$ cat config.mk
export PLATFORM = sky130hd
export DESIGN_NAME = seq_signed_mult
export DESIGN_NICKNAME = d
export VERILOG_FILES = /design/src/rtl/seq_signed_mult.sv
export SDC_FILE = /design/constraint.sdc
export NUM_CORES = 1
export LEC_CHECK = 0
export BUFFER_PORTS_ARGS = -buffer_cell sky130_fd_sc_hd__buf_2
export CORE_ASPECT_RATIO = 2
export CORE_MARGIN = 5
export CORE_UTILIZATION = 60
export DETAILED_ROUTE_END_ITERATION = 16
export PLACE_DENSITY_LB_ADDON = 0.25
export SYNTH_ARGS = -nofsm -noshare
export SYNTH_HDL_FRONTEND = slang
export SYNTH_SLANG_ARGS = --single-unit
export TNS_END_PERCENT = 1
$ cat constraint.sdc
create_clock -name clk -period 3.03 [get_ports clk]
set_clock_uncertainty 0.2 [all_clocks]
set_input_delay 0.909 -clock clk [delete_from_list [all_inputs] [get_ports clk]]
set_output_delay 0.909 -clock clk [all_outputs]
set_load 0.005 [all_outputs]
$ cat src/rtl/seq_signed_mult.sv
// Iterative shift-add multiplier with runtime signed/unsigned selection and sign restoration.
// Optional build macro SEQ_MULT_EARLY_TERM_EN: leave CALC as soon as the multiplier magnitude is exhausted.
module seq_signed_mult #(
  parameter int DW   = 8,
  parameter int DW_2 = 2 * DW
) (
  input  logic            clk,
  input  logic            rst_n,
  input  logic            start,
  input  logic            signed_mode,
  input  logic [DW-1:0]   multiplier,
  input  logic [DW-1:0]   multiplicand,
  output logic            ready,
  output logic            done,
  output logic [DW_2-1:0] product,
  output logic            sign
);

  localparam int CW = $clog2(DW + 1);

  typedef enum logic [1:0] {IDLE, CALC, FIX, DONE} state_t;

  state_t          state, state_nxt;
  logic [DW-1:0]   mplier;
  logic [DW-1:0]   mplier_shift;
  logic [DW_2-1:0] mcand;
  logic [DW_2-1:0] acc;
  logic [CW-1:0]   cnt;
  logic            sign_cap;
  logic [DW-1:0]   mag_a, mag_b;
  logic            last_iter;

  // A negative operand becomes its magnitude; the most negative value maps to 2^(DW-1) as unsigned.
  always_comb begin
    mag_a = (signed_mode && multiplier[DW-1])   ? (~multiplier + DW'(1))   : multiplier;
    mag_b = (signed_mode && multiplicand[DW-1]) ? (~multiplicand + DW'(1)) : multiplicand;
  end

  assign mplier_shift = mplier >> 1;

`ifdef SEQ_MULT_EARLY_TERM_EN
  assign last_iter = (cnt == CW'(DW - 1)) || (mplier_shift == '0);
`else
  assign last_iter = (cnt == CW'(DW - 1));
`endif

  always_ff @(posedge clk or negedge rst_n) begin
    if (!rst_n) state <= IDLE;
    else        state <= state_nxt;
  end

  always_comb begin
    state_nxt = state;
    case (state)
      IDLE:    if (start) state_nxt = CALC;
      CALC:    if (last_iter) state_nxt = FIX;
      FIX:     state_nxt = DONE;
      DONE:    state_nxt = IDLE;
      default: state_nxt = IDLE;
    endcase
  end

  assign ready = (state == IDLE);
  assign done  = (state == DONE);

  always_ff @(posedge clk or negedge rst_n) begin
    if (!rst_n) begin
      mplier   <= '0;
      mcand    <= '0;
      acc      <= '0;
      cnt      <= '0;
      sign_cap <= 1'b0;
      product  <= '0;
      sign     <= 1'b0;
    end else begin
      case (state)
        IDLE: begin
          if (start) begin
            mplier   <= mag_a;
            mcand    <= DW_2'(mag_b);
            acc      <= '0;
            cnt      <= '0;
            sign_cap <= signed_mode & (multiplier[DW-1] ^ multiplicand[DW-1]);
          end
        end
        CALC: begin
          if (mplier[0]) acc <= acc + mcand;
          mplier <= mplier_shift;
          mcand  <= mcand << 1;
          cnt    <= cnt + CW'(1);
        end
        FIX: begin
          // A zero magnitude result stays +0 regardless of operand signs.
          if (sign_cap && (acc != '0)) product <= ~acc + DW_2'(1);
          else                         product <= acc;
          sign <= sign_cap & (acc != '0);
        end
        default: ;
      endcase
    end
  end

endmodule
; ---- Yosys cells after proc, flatten, opt, wreduce, memory -nomap -nowiden
; Index checks and enable logic that the tools add are counted.
[classes]
addsub = 5
multipliers = 0
n_div = 0
order_cmp = 0
eq_ne = 7
shifts = 0
mux = 15
bitwise = 6
n_reduce_logical = 10
[op_table]
columns = cell, count
row1 = 2-to-1 mux 16 bit, 4
row2 = one-hot mux 16 bit (2 select lines), 2
row3 = 2-to-1 mux 8 bit, 3
row4 = adder 16 x 1 -> 16 bit (second input constant), 1
row5 = adder 16 bit, 1
row6 = adder 8 x 1 -> 8 bit (second input constant), 2
row7 = NOT 16 bit, 1
row8 = NOT 8 bit, 2
row9 = one-hot mux 8 bit (2 select lines), 1
row10 = nonzero test 16 bit, 1
row11 = one-hot mux 2 bit (4 select lines), 1
row12 = one-hot mux 4 bit (2 select lines), 1
row13 = != test 2 bit (second input constant), 3
row14 = AND reduction 2 bit, 3
row15 = adder 4 x 1 -> 4 bit (second input constant), 1
row16 = == test 2 bit (second input constant), 2
row17 = == test 4 x 3 -> 1 bit (second input constant), 1
row18 = 2-to-1 mux 2 bit, 2
row19 = 2-to-1 mux 4 bit, 1
row20 = logical AND 1 bit, 3
row21 = AND reduction 3 bit, 1
row22 = AND 1 bit, 2
row23 = == test 2 x 1 -> 1 bit (second input constant), 1
row24 = logical NOT 2 bit, 1
row25 = 2 further kinds, 2
[totals]
register_bits = 64
latch_bits = 0
mem_bits_rw = 0
rom_bits = 0
in_bits = 20
out_inout_bits = 19
wordCells = 51
memories = 0

; ---- Logic depth before layout (Yosys ltp)
[logic_depth]
word_depth = 5
depth_mapped = 10
ltp_nobuf = 10

; ---- Least setup slack after synthesis
; OpenSTA, ideal clock, no wires.
[synth_path]
path_type = register -> register
startpoint = reg acc[7]
endpoint = reg product[11]
setup_ns = 0.137
arrival_ns = 2.417
t_required_ns = 2.693
path_slack_ns = 0.276
path_stages_with_launch = 9
n_path_buf = 1
synth_period_minus_slack_ns = 2.754
path_cell_list = dfrtp_1 or3_4 or3_4 or4_1 o41a_1 buf_6 o21ai_0 xor2_1 a21oi_1
[synth_via]
elab_chain_cells = 3
word_cells_on_any_way = 5
classes_between = add/sub (1) / mux (1) / bitwise (1) / reduce/logical (2)
[synth_rtl]
columns = element, line
row1 = from (decl), 27  ; logic [DW_2-1:0] acc;
row2 = from (signal assigned), 87  ; if (mplier[0]) acc <= acc + mcand;
row3 = NOT 16 bit / nonzero test 16 bit (equally long branches), 94  ; if (sign_cap && (acc != '0)) product <= ~acc + DW_2'(1);
row4 = adder 16 x 1 -> 16 bit / logical AND 1 bit (equally long branches), 94
row5 = 2-to-1 mux 16 bit *, 94
row6 = to (signal assigned), 94
row7 = to (decl), 15  ; output logic [DW_2-1:0] product,
; Mark *: on every way between the ends. The rest lies on a longest branch, timed or not.
; A chain may end at the register's enable or synchronous reset.

; ---- Worst setup path after layout
[layout_path]
startpoint = reg acc[8]
endpoint = reg product[9]
; Same word-level chain as after synthesis.

==> results by group <==
Run status
  • Status: complete, no violations

Synth
  • Post-synth ARST share: 100%
  • Most frequent cell after synthesis: dfrtp_1
  • Top_reg_cell synth: dfrtp_1
  • Post-synth top area share: 39.3%
  • Post-synth cell types: 52
  • Most common library cells after synthesis: dfrtp_1, o21ai_0, nand2_1
  • Synth area leader: dfrtp_1
  • Post-synthesis sequential area ratio: 39.3%
  • Synth warn: 0
  • Post-synth EDFFs: 0
  • Synth Net Count: 515
  • Area of the mapped netlist: 4080 um^2
  • Yosys reg bits: 64
  • Dominant cells by area after synthesis: dfrtp_1, ha_1, o21ai_0
  • Cells after synthesis: 471
  • Syn Area/Cell: 8.65 um^2

Global route
  • Antenna violations before repair: 0
  • Vias in the first global route: 3563
  • Largest net degree at the start of global routing: 65
  • Global-route usage over all layers: 22.8%
  • First-pass GRT wire length: 15100 um
  • Congestion Overflow GR: 0

Routing
  • Pre-antenna DRT Iters: 4
  • WL per Instance: 14.8 um
  • Drt via density: 5.79
  • Starting DRC count in detailed routing: 195
  • Post-DRT Antenna Nets: 0
  • Final WL: 8880 um
  • DR DRC count: 0
  • Total number of vias: 3472

Pwr
  • Power Internal: 0.00286 W
  • Combinational share of power: 50.0%
  • Leakage: 2.11 nW
  • Sequential fraction of design power: 31.2%
  • Power Density: 1080 nW/um^2
  • Switching Share: 42.7%
  • Psw: 0.00213 W
  • Clock power share: 18.8%
  • VDD IR max: 0.519 mV

Final layout
  • Inserted Diodes: 0
  • Post-layout util: 70.0%
  • Fraction of layout cells with a size suffix above 1: 13.7%
  • Final #Nets: 552
  • Finished Cell Area: 4630 um^2
  • P&R area growth vs syn: 13.7%

STA
  • Fin worst setup slack: 0.135 ns
  • Final min period: 2.89 ns
  • Relative max-transition margin: 45.1%
  • Number of setup violations in the final report: 0
  • Highest clock rate: 345 MHz
  • Final hold violations: 0
  • Fin crit share: 95.5%
  • TNS Setup: 0 ns
  • RSZ-0062 raised after global routing: false
  • Slew @ Worst Pin: 0.823 ns
  • Max-slew violation count: 0

Worst setup path
  • Startpoint Class: flop
  • CP endpoint kind: flop
  • R2r startpoint: acc[8]
  • Crit-path max FO: 11
  • Worst r2r path cells: 7
  • Reg2Reg Setup Slack: 0.14 ns
  • Setup CP Type: reg2reg
  • Worst flop-to-flop path endpoint: product[9]
  • Crit path DAT: 2.91 ns
  • Req. time, crit path: 3.05 ns

Clock tree
  • Clk_lat worst skew: 0.33 ns
  • Setup Fix Bufs, Post-CTS: 0
  • Clk sinks: 64
  • PostCTS Resize Cnt: 0
  • H-Tree Depth: 3
  • CTS tree: yes
  • Root Driver: clkbuf_16
  • Clock Pin Slew Worst Setup and Hold Paths: 0.05 ns
  • Hold_buf cts: 0
  • Deepest clock path buffer count: 2
  • Total CTS buffers: 9

Min path
  • Hold-critical path depth: 2
  • Hold WC Path Type: reg2reg
  • Hold_sp: mplier[6]
  • Hold Path End: mplier[6]

Die
  • Die area: 8640 um^2
  • # IOs: 39
  • Row count: 42
  • Core area: 6620 um^2
  • Die W: 68.3 um
  • Die H: 127 um
  • Initial Util: 61.6%

Place
  • Post-detail-place hpwl: 6580 um
  • Port buffer count: 38
  • GP Congestion: 0.805
  • Post-place setup slack: 0.150 ns
  • DP Area: 4370 um^2

Flow run
  • MaxCap Viol Count: 0
[cell usage in the layout (no fill, tap or decap), types with 2 or more instances in the layout]
master and instances:
dfrtp_1 64, o21ai_0 57, nand2_1 52, a21oi_1 47
buf_2 38, nor2_1 31, inv_1 23, ha_1 23
xor2_1 19, xnor2_1 13, buf_4 13, mux2i_1 12
nand3_1 9, a22oi_1 9, clkbuf_16 9, nor3_1 8
a31oi_1 7, or3_1 7, nor2b_1 6, o31ai_1 6
o211ai_1 4, nor3b_1 4, a21o_1 4, clkbuf_1 4
mux2_2 3, nand4_1 3, o221ai_1 3, nand2b_1 2
o21ai_1 2, o22ai_1 2, a211oi_1 2, nor4b_1 2
nand3b_1 2, or3_4 2, clkbuf_8 2
[layout make-up]
type,instances,area (um^2)
clock buffers,15,268
fillers,555,1990
inverters,23,86.3
multi-input cells,359,2280
flip-flops and latches,64,1600
well taps,88,110
repair buffers,51,288
[how the worst max path moves through the flow]
stage	from	endpoint	slack (ns)
floorplan	acc[7]	product[11]	0.28
global placement	acc[7]	product[3]	0.21
detailed placement	acc[7]	product[9]	0.15
CTS	acc[8]	product[9]	0.13
global route	acc[7]	product[9]	0.02
finish	acc[8]	product[9]	0.14
[sequential cells by signal, summed over array words and instances, names as in the netlist]
| register | flops |
|---|---|
| acc | 16 |
| cnt | 4 |
| mcand | 16 |
| mplier | 8 |
| product | 16 |
| sign | 1 |
| sign_cap | 1 |
| state | 2 |
[worst max-delay path, stage by stage, from the launching register on]
cell and delay [ns]:
dfrtp_1 0.42, or3_4 0.35, or3_4 0.35, or4_1 0.46
o41a_1 0.56, o21ai_0 0.18, xor2_1 0.17, a21oi_1 0.08
[through the flow]
stage,total power [W],std cells,hold WS [ns]
after detailed placement,0.00404,585,0.280
final,0.00499,600,0.291
after CTS,0.00500,600,0.292
after floorplan,0.00337,471,0.250
after global routing,0.00543,600,0.320
after global placement,0.00392,585,0.270
[routing by layer]
layer  global-route usage, %  part of all wire (%)
met5                       0                     0
met4                    11.6                   2.3
met3                    4.51                   3.5
met2                    41.5                    56
met1                    23.2                    38
[power by group through the flow]
| stage | Clock [W] | Sequential [W] | Combinational [W] |
|---|---|---|---|
| 2_1_floorplan | 0 | 0.00150 | 0.00188 |
| 3_3_place_gp | 0 | 0.00154 | 0.00238 |
| 3_5_place_dp | 0 | 0.00156 | 0.00247 |
| 4_1_cts | 0.000946 | 0.00155 | 0.00250 |
| 5_1_grt | 0.000984 | 0.00160 | 0.00284 |
| 6_report | 0.000937 | 0.00156 | 0.00249 |
[cells by family after synthesis]
kind of cell,count (synthesis),share of synthesized area (%)
AO/OA/AOI/OAI,153,21.9
flip-flops,64,39.3
buffers and inverters,48,4.76
XOR/XNOR,32,6.88
adder cells (fa/ha/maj),24,7.55
AND/OR/NAND/NOR,135,15.8
multiplexers,15,3.78
(Power assumes the default switching activity.)
